===== src/rtl/wb_tmr_regfile.sv =====
// Wishbone register bank whose data registers are held as three copies each,
// read through a bitwise majority vote, with a background scrubber and a fault-injection port.
module wb_tmr_regfile #(
   parameter logic [31:0] BASE_ADDR = 32'h3000_0000,
   parameter logic [31:0] ADDR_MASK = 32'hFFFF_FF00,
   parameter int          NREGS     = 8
) (
   input  logic                wb_clk_i,
   input  logic                wb_rst_i,
   input  logic                wbs_cyc_i,
   input  logic                wbs_stb_i,
   input  logic                wbs_we_i,
   input  logic [3:0]          wbs_sel_i,
   input  logic [31:0]         wbs_adr_i,
   input  logic [31:0]         wbs_dat_i,
   output logic                wbs_ack_o,
   output logic [31:0]         wbs_dat_o,
   output logic [2:0]          irq,
   input  logic                inject_i,
   input  logic [3:0]          inject_reg_i,
   input  logic [1:0]          inject_copy_i,
   input  logic [4:0]          inject_bit_i,
   output logic [NREGS*32-1:0] reg_o
);
   localparam int        IW         = $clog2(NREGS);
   localparam logic [5:0] OFF_STATUS = 6'h10;
   localparam logic [5:0] OFF_CTRL   = 6'h11;

   typedef enum logic {IDLE, ACK} state_t;

   state_t         state, state_nxt;
   logic [31:0]    cp [3][NREGS];
   logic [31:0]    voted [NREGS];
   logic [IW-1:0]  ptr;
   logic [15:0]    err_cnt;
   logic           err_pend, irq_en, irq_q;
   logic [31:0]    dat_q, rd_data, wr_val;

   function automatic logic [31:0] vote3(input logic [31:0] a, input logic [31:0] b,
                                         input logic [31:0] c);
      return (a & b) | (a & c) | (b & c);
   endfunction

   for (genvar r = 0; r < NREGS; r++) begin : g_vote
      assign voted[r]            = vote3(cp[0][r], cp[1][r], cp[2][r]);
      assign reg_o[r*32 +: 32]   = voted[r];
   end

   // Bus decode: only an IDLE-state request commits, so each access acts exactly once.
   logic          hit, req, wr, wr_data, off_is_data;
   logic [5:0]    off;
   logic [IW-1:0] wr_idx, inj_idx;
   logic          inj_ok, inj_live, scrub_bad, scrub_do;

   assign hit         = (wbs_adr_i & ADDR_MASK) == BASE_ADDR;
   assign off         = wbs_adr_i[7:2];
   assign off_is_data = off < 6'(NREGS);
   assign wr_idx      = off[IW-1:0];
   assign req         = (state == IDLE) && wbs_cyc_i && wbs_stb_i && hit;
   assign wr          = req && wbs_we_i;
   assign wr_data     = wr && off_is_data;

   assign inj_idx   = inject_reg_i[IW-1:0];
   assign inj_ok    = inject_i && (inject_copy_i != 2'd3) && ({1'b0, inject_reg_i} < 5'(NREGS));
   assign inj_live  = inj_ok && !(wr_data && (wr_idx == inj_idx));
   assign scrub_bad = (cp[0][ptr] != cp[1][ptr]) || (cp[0][ptr] != cp[2][ptr]);
   // A scrub yielding to a bus write or injection on its register is dropped and not counted.
   assign scrub_do  = scrub_bad && !(wr_data && (wr_idx == ptr)) && !(inj_ok && (inj_idx == ptr));

   always_comb begin
      wr_val = voted[wr_idx];
      for (int b = 0; b < 4; b++)
         if (wbs_sel_i[b]) wr_val[b*8 +: 8] = wbs_dat_i[b*8 +: 8];
   end

   // NOTE: the copies are real state the voter depends on, so the whole array is reset, not just control.
   always_ff @(posedge wb_clk_i or posedge wb_rst_i) begin
      if (wb_rst_i) begin
         for (int c = 0; c < 3; c++)
            for (int r = 0; r < NREGS; r++)
               cp[c][r] <= '0;
      end else begin
         for (int r = 0; r < NREGS; r++) begin
            for (int c = 0; c < 3; c++) begin
               if (wr_data && (wr_idx == IW'(r)))
                  cp[c][r] <= wr_val;
               else if (inj_live && (inj_idx == IW'(r)) && (inject_copy_i == 2'(c)))
                  cp[c][r][inject_bit_i] <= ~cp[c][r][inject_bit_i];
               else if (scrub_do && (ptr == IW'(r)))
                  cp[c][r] <= voted[r];
            end
         end
      end
   end

   // NOTE: sequential state uses non-blocking assignments so every flop samples pre-edge values.
   always_ff @(posedge wb_clk_i or posedge wb_rst_i) begin
      if (wb_rst_i) begin
         ptr      <= '0;
         err_cnt  <= '0;
         err_pend <= 1'b0;
         irq_en   <= 1'b0;
         irq_q    <= 1'b0;
         dat_q    <= '0;
         state    <= IDLE;
      end else begin
         ptr   <= (ptr == IW'(NREGS - 1)) ? '0 : ptr + 1'b1;
         state <= state_nxt;
         dat_q <= (req && !wbs_we_i) ? rd_data : '0;
         if (wr && (off == OFF_STATUS) && wbs_dat_i[31]) begin
            err_cnt  <= '0;
            err_pend <= 1'b0;
         end else if (scrub_do) begin
            if (err_cnt != 16'hFFFF) err_cnt <= err_cnt + 1'b1;
            err_pend <= 1'b1;
         end
         if (wr && (off == OFF_CTRL)) irq_en <= wbs_dat_i[0];
         irq_q <= err_pend && irq_en;
      end
   end

   always_comb begin
      rd_data = '0;
      if (off_is_data)              rd_data = voted[off[IW-1:0]];
      else if (off == OFF_STATUS)   rd_data = {err_pend, 15'b0, err_cnt};
      else if (off == OFF_CTRL)     rd_data = {31'b0, irq_en};
   end

   // NOTE: every output of this block gets a default first so no path infers a latch.
   always_comb begin
      state_nxt = state;
      wbs_ack_o = 1'b0;
      wbs_dat_o = '0;
      case (state)
         IDLE: if (req) state_nxt = ACK;
         ACK: begin
            wbs_ack_o = 1'b1;
            wbs_dat_o = dat_q;
            state_nxt = IDLE;
         end
         default: state_nxt = IDLE;
      endcase
   end

   assign irq = {2'b00, irq_q};

endmodule

===== config.mk =====
export PLATFORM = sky130hd
export DESIGN_NAME = wb_tmr_regfile
export DESIGN_NICKNAME = d
export VERILOG_FILES = /design/src/rtl/wb_tmr_regfile.sv
export SDC_FILE = /design/constraint.sdc
export NUM_CORES = 2
export LEC_CHECK = 0
export ABC_AREA = 1
export CAP_MARGIN = 10
export CORE_MARGIN = 2
export CORE_UTILIZATION = 30
export CTS_CLUSTER_DIAMETER = 100
export CTS_CLUSTER_SIZE = 20
export DETAILED_ROUTE_END_ITERATION = 8
export DONT_BUFFER_PORTS = 1
export GPL_TIMING_DRIVEN = 1
export SLEW_MARGIN = 20
export SYNTH_ARGS = -nofsm -noshare
export SYNTH_HDL_FRONTEND = slang
export SYNTH_SLANG_ARGS = --single-unit

===== constraint.sdc =====
create_clock -name wb_clk_i -period 26.9 [get_ports wb_clk_i]
set_input_delay 5.38 -clock wb_clk_i [delete_from_list [all_inputs] [get_ports wb_clk_i]]
set_output_delay 5.38 -clock wb_clk_i [all_outputs]
set_load 0.02 [all_outputs]

; ---- Word-level counts from Yosys, hierarchy flattened
; Cells that the tools add are included.
[totals]
reg_bits = 823
in_bits = 85
output_inout_bits = 292
word_cells = 402
[classes]
addsub = 2
order_cmp = 6
n_eq_ne = 33
n_mux = 160
bitwise_logic = 67
reduce_logical = 103
[ops]
columns = op, n
row1 = two-way mux 32 bit, 68
row2 = bitwise AND 32 bit, 24
row3 = bitwise mux 32 bit, 24
row4 = bitwise OR 32 bit, 16
row5 = binary-select mux 32 bit (select 3 bit), 4
row6 = binary-select mux 1 bit (select 5 bit), 24
row7 = nonzero test 3 bit, 24
row8 = logical AND 1 bit, 67
row9 = inequality test 32 bit, 2
row10 = two-way mux 16 bit, 3
row11 = equality test 3 bit (second input constant), 12
row12 = two-way mux 8 bit, 4
row13 = two-way mux 1 bit, 30
row14 = NOT 1 bit, 25
row15 = equality test 24 x 22 -> 1 bit (second input constant), 1
row16 = equality test 3 x 2 -> 1 bit (second input constant), 6
row17 = adder 16 x 1 -> 16 bit (second input constant), 1
row18 = inequality test 16 bit (second input constant), 1
row19 = equality test 6 x 5 -> 1 bit (second input constant), 2
row20 = equality test 3 x 1 -> 1 bit (second input constant), 3
row21 = equality test 3 bit, 3
row22 = logical NOT 3 bit, 3
row23 = greater-or-equal comparator 4 bit (second input constant), 2
row24 = NOT 3 -> 4 bit, 2
row25 = 16 further kinds, 20

; ---- Longest topological paths before layout
[depth]
depth_word = 14
depth_mapped = 25
depth_no_buf = 21

; ---- Worst setup path after synthesis
; No wires, ideal clock.
[synth_timing]
path_type = input to register
start = in wbs_adr_i[25]
end = reg cp[0] (netlist bit)
setup_ps = 117
t_arrival_ps = 7363
t_required_ps = 26783
path_slack_ps = 19420
stages = 15
n_path_buf = 2
path_cell_list = or2_2 -> nor3_1 -> nand4_1 -> nor2_1 -> nand2_1 -> nor2_1 -> inv_1 -> nor2_2 -> nand2_1 -> clkbuf_1 -> clkbuf_1 -> o211ai_1 -> nand2_1 -> nand2_1 -> nand2_1
[synth_via]
elab_chain_cells = 11
elab_cells_between_ends = 18
classes_between = eq/ne: 1 / mux: 2 / reduce/logical: 15
[synth_rtl]
columns = element, line
row1 = start: declaration, 14  ; input logic [31:0] wbs_adr_i,
row2 = equality test 24 x 22 -> 1 bit (*), 55  ; assign hit = (wbs_adr_i & ADDR_MASK) == BASE_ADDR;
row3 = logical AND 1 bit (*), 59  ; assign req = (state == IDLE) && wbs_cyc_i && wbs_stb_i && hit;
row4 = logical AND 1 bit (*), 60  ; assign wr = req && wbs_we_i;
row5 = logical AND 1 bit (*), 61  ; assign wr_data = wr && off_is_data;
row6 = logical AND 1 bit, 65  ; assign inj_live = inj_ok && !(wr_data && (wr_idx == inj_idx));
row7 = logical NOT 1 bit, 65
row8 = logical AND 1 bit, 65
row9 = logical AND 1 bit (2 in series), 87  ; else if (inj_live && (inj_idx == IW'(r)) && (inject_copy_i == 2'(c)))
row10 = two-way mux 32 bit, 87
row11 = two-way mux 32 bit, 85  ; if (wr_data && (wr_idx == IW'(r)))
row12 = end signal: indexed assignment, 86  ; cp[c][r] <= wr_val;
row13 = end signal: indexed assignment, 88  ; cp[c][r][inject_bit_i] <= ~cp[c][r][inject_bit_i];
row14 = end signal: indexed assignment, 90  ; cp[c][r] <= voted[r];
row15 = end: declaration, 32  ; logic [31:0] cp [3][NREGS];
; Mark *: on every way between the ends. The rest lies on a longest branch, timed or not.
; A chain may end at the register's enable or synchronous reset.

; ---- Final worst setup path
[layout_timing]
start = in inject_bit_i[0]
end = reg cp[96] (netlist bit)
[layout_via]
elab_chain_cells = 7
elab_cells_between_ends = 11
classes_between = order compare: 2 / mux: 7 / bitwise: 1 / reduce/logical: 1
[layout_rtl]
columns = element, line
row1 = start: declaration, 22  ; input logic [4:0] inject_bit_i,
row2 = < comparator 5 x 6 -> 1 bit (implied by the code) or greater-or-equal comparator 5 x 1 -> 1 bit (tied branches), 88
row3 = logical AND 1 bit (implied by the code), 88
row4 = two-way mux 1 bit (implied by the code), 88
row5 = demux 1 bit (select 5 bit), 88
row6 = bitwise mux 32 bit (*), 88
row7 = two-way mux 32 bit (*), 87
row8 = two-way mux 32 bit (*), 85
; Mark *: on every way between the ends. The rest lies on a longest branch, timed or not. The select of a mux whose other input is x is not followed.

==> results.json <==
{
  "layout_commonest_cell": "nand2_1",
  "dpl_cell_area_mm2": 0.0835,
  "postCtsSetupBuffers": 0,
  "yosysTopAreaCell": "nand2_1",
  "floorplan.initialDensity": 0.301,
  "gp_congestion": 1.06,
  "syn-cell-area_mm2": 0.0812,
  "drive_gt1_frac": 0.0347,
  "ys_seq_area_frac": 0.254,
  "firstDrtPassIters": 7,
  "worstSetupPathType": "input port to register",
  "postCtsHoldBufs": 0,
  "dr_wl_met2_mm": 167,
  "grt_antenna_before_repair": 15,
  "drt-met1-wl_mm": 168,
  "path_max_fanout": 47,
  "synth_top_area_frac": 0.353,
  "hp-class": "register to register",
  "grt-ovfl-total": 0,
  "final-setup-viol-count": 0,
  "reg2reg_from": "ptr[0]",
  "nets": 14200,
  "worstPathCellList": "inv_1, nor2_4, buf_4, inv_6, buf_4, buf_4, o22ai_1, o21ai_0, nand4_1, nor2_2, buf_4, nand2_1, nand2_1, nand3_1, nand2_1, nand3_1, nand2_1",
  "grt_pass1_wl_mm": 627,
  "tightest_slew_ns": 1.29,
  "cts_buffer_depth": 3,
  "cp.arrival_ns": 10.99,
  "cts.reportedPaths.clkPinSlew_ns": 0.10,
  "synth_cells": 14900,
  "numPortBuffers": 0,
  "num_rows": 191,
  "grt.total_usage": 0.311,
  "core_area_mm2": 0.270,
  "cp_slowest_cell": "nor2_2",
  "startpoint": "inject_bit_i[0]",
  "avgSynthCellArea_um2": 5.47,
  "r2r_cells": 19,
  "grt_max_degree": 206,
  "die_y_um": 524,
  "viasPerCell": 5.66,
  "clock.fmax_mhz": 97.5,
  "status": "finished clean",
  "p_per_area_mw_per_mm2": 39.5,
  "ir_drop_mv": 0.328,
  "fp.dieArea_mm2": 0.275,
  "period_needed_ns": 10.26,
  "cts_tree": "built",
  "layout_common_cells": "nand2_1, nand3_1, inv_1",
  "p_total_w": 0.00337,
  "ys_ff_latch": 823,
  "io_pins": 377,
  "reg2reg_setup_slack_ns": 20.10,
  "end_kind": "register",
  "cts_inserted_buffers": 55,
  "reg2reg_to": "err_cnt[1]",
  "ctsResizeCount": 0,
  "slew_headroom": 0.140,
  "clock_latency_ns": 0.81,
  "synth_area_leaders": "nand2_1, dfrtp_1, nand3_1",
  "rsz0062_at_grt": "false",
  "wl_met3_mm": 76.8,
  "cts_root_buffer": "clkbuf_16",
  "synthDistinctLibCells": 49,
  "cts.sinks": 823,
  "syn2layout_area_growth_pct": 5.17,
  "finalMaxSlewViolations": 0,
  "skew_ns": 0.0581,
  "drt-initial-drc-count": 15200,
  "dp_hpwl_mm": 319,
  "postRouteAntennaNets": 0,
  "cp-start-kind": "input port",
  "wire_per_inst_um": 25.2,
  "min_period_over_period": 0.381,
  "die_w_um": 524,
  "tns_ns": 0,
  "slowest_delay_ns": 0.95,
  "worstSetupEndpoint": "cp[96]",
  "power_leakage_nw": 45.9,
  "first_global_vias": 85900,
  "num_vias": 100000,
  "fin_area_mm2": 0.0854,
  "yosys_warnings": 0,
  "hold_violations": 0,
  "required_ns": 27.63,
  "worst_hold_slack_ns": 0.474,
  "htreeDepth": 2,
  "drc_errors": 0,
  "maxCapViolCount": 0,
  "wl_mm": 446,
  "routed.top_layer": "met5"
}
## kinds of logic (layout without fill, tap and decap cells)
logic type,after synthesis,in the layout,synth area share
multiplexers,1,1,0.000123
buffers and inverters,2249,1518,0.111
AO/OA/AOI/OAI,1540,1540,0.117
other,1,13,0.0000462
flip-flops,823,823,0.254
XOR/XNOR,14,14,0.00151
AND/OR/NAND/NOR,10200,10200,0.515
adder cells (fa/ha/maj),7,7,0.00108
## area by class of cell
type,instances,area (um^2)
multi-input combinational,11800,52200
tap,3570,4470
clock buffer,66,1500
sequential,823,20600
antenna,11,27.5
inverter,1205,4550
timing repair buffer,221,1740
clock inverter,26,374
fill,30400,185000
## Yosys cell counts, drive strengths merged
cell	number
nand3	2262
o2111ai	18
xnor2	4
inv	1180
nand4	35
o21a	234
a221oi	11
buf	479
nand2	7642
a21o	4
or2	7
nor2	224
conb	1
nand3b	16
a22o	7
dfrtp	823
mux2i	1
a211oi	9
clkbuf	565
o21bai	10
a31oi	10
o21ai	617
a311o	3
nor3	24
a22oi	28
a21oi	58
ha	7
o211ai	142
o22ai	345
clkinv	25
o31ai	6
xor2	10
o2111a	2
o211a	3
nor4	13
o32ai	2
a2111oi	2
o221ai	29
## worst max-delay path: cells and delay by family
family	cells	cell delay, ns
and+or+nand+nor	9	1.76
buffers and inverters	6	2.74
AOI/OAI and AO/OA	2	0.99
## per-stage QoR
| step | utilization | worst slack [ns] | std cells |
|---|---|---|---|
| floorplan | - | 10.22 | 14900 |
| global placement | 0.309 | 16.14 | 17600 |
| detailed placement | 0.309 | 16.13 | 17600 |
| CTS | 0.316 | 16.96 | 17700 |
| global route | 0.316 | 16.78 | 17700 |
| finish | 0.316 | 16.64 | 17700 |
## sequential cells by signal (all words and copies together) (netlist names)
register	count
ptr	3
irq_q	1
state	1
irq_en	1
cp	768
dat_q	32
err_pend	1
err_cnt	16
## where the power goes
| group | internal, W | leakage, nW | switching, W |
|---|---|---|---|
| logic | 0.000211 | 33.5 | 0.000786 |
| registers | 0.00128 | 11.5 | 0.0000416 |
| clock network | 0.000464 | 0.909 | 0.000587 |
## layer usage
layer | vias to the layer above | GRT usage
li1 | 45900 | -
met1 | 45700 | 0.401
met2 | 7304 | 0.416
met3 | 1295 | 0.141
met4 | 14 | 0.192
met5 | - | 0.00364
## how the worst min path moves through the flow
stage                       start  endpoint  slack, ns  cells after the start
final                     cp[166]   cp[166]       0.47                      2
after global routing      cp[226]   cp[226]       0.50                      2
after CTS                 cp[543]   cp[543]       0.48                      2
after detailed placement  cp[166]   cp[166]       0.46                      2
after global placement    cp[240]   cp[240]       0.46                      2
after floorplan           cp[100]   cp[100]       0.44                      2
Power figures use the tool's default switching activity.
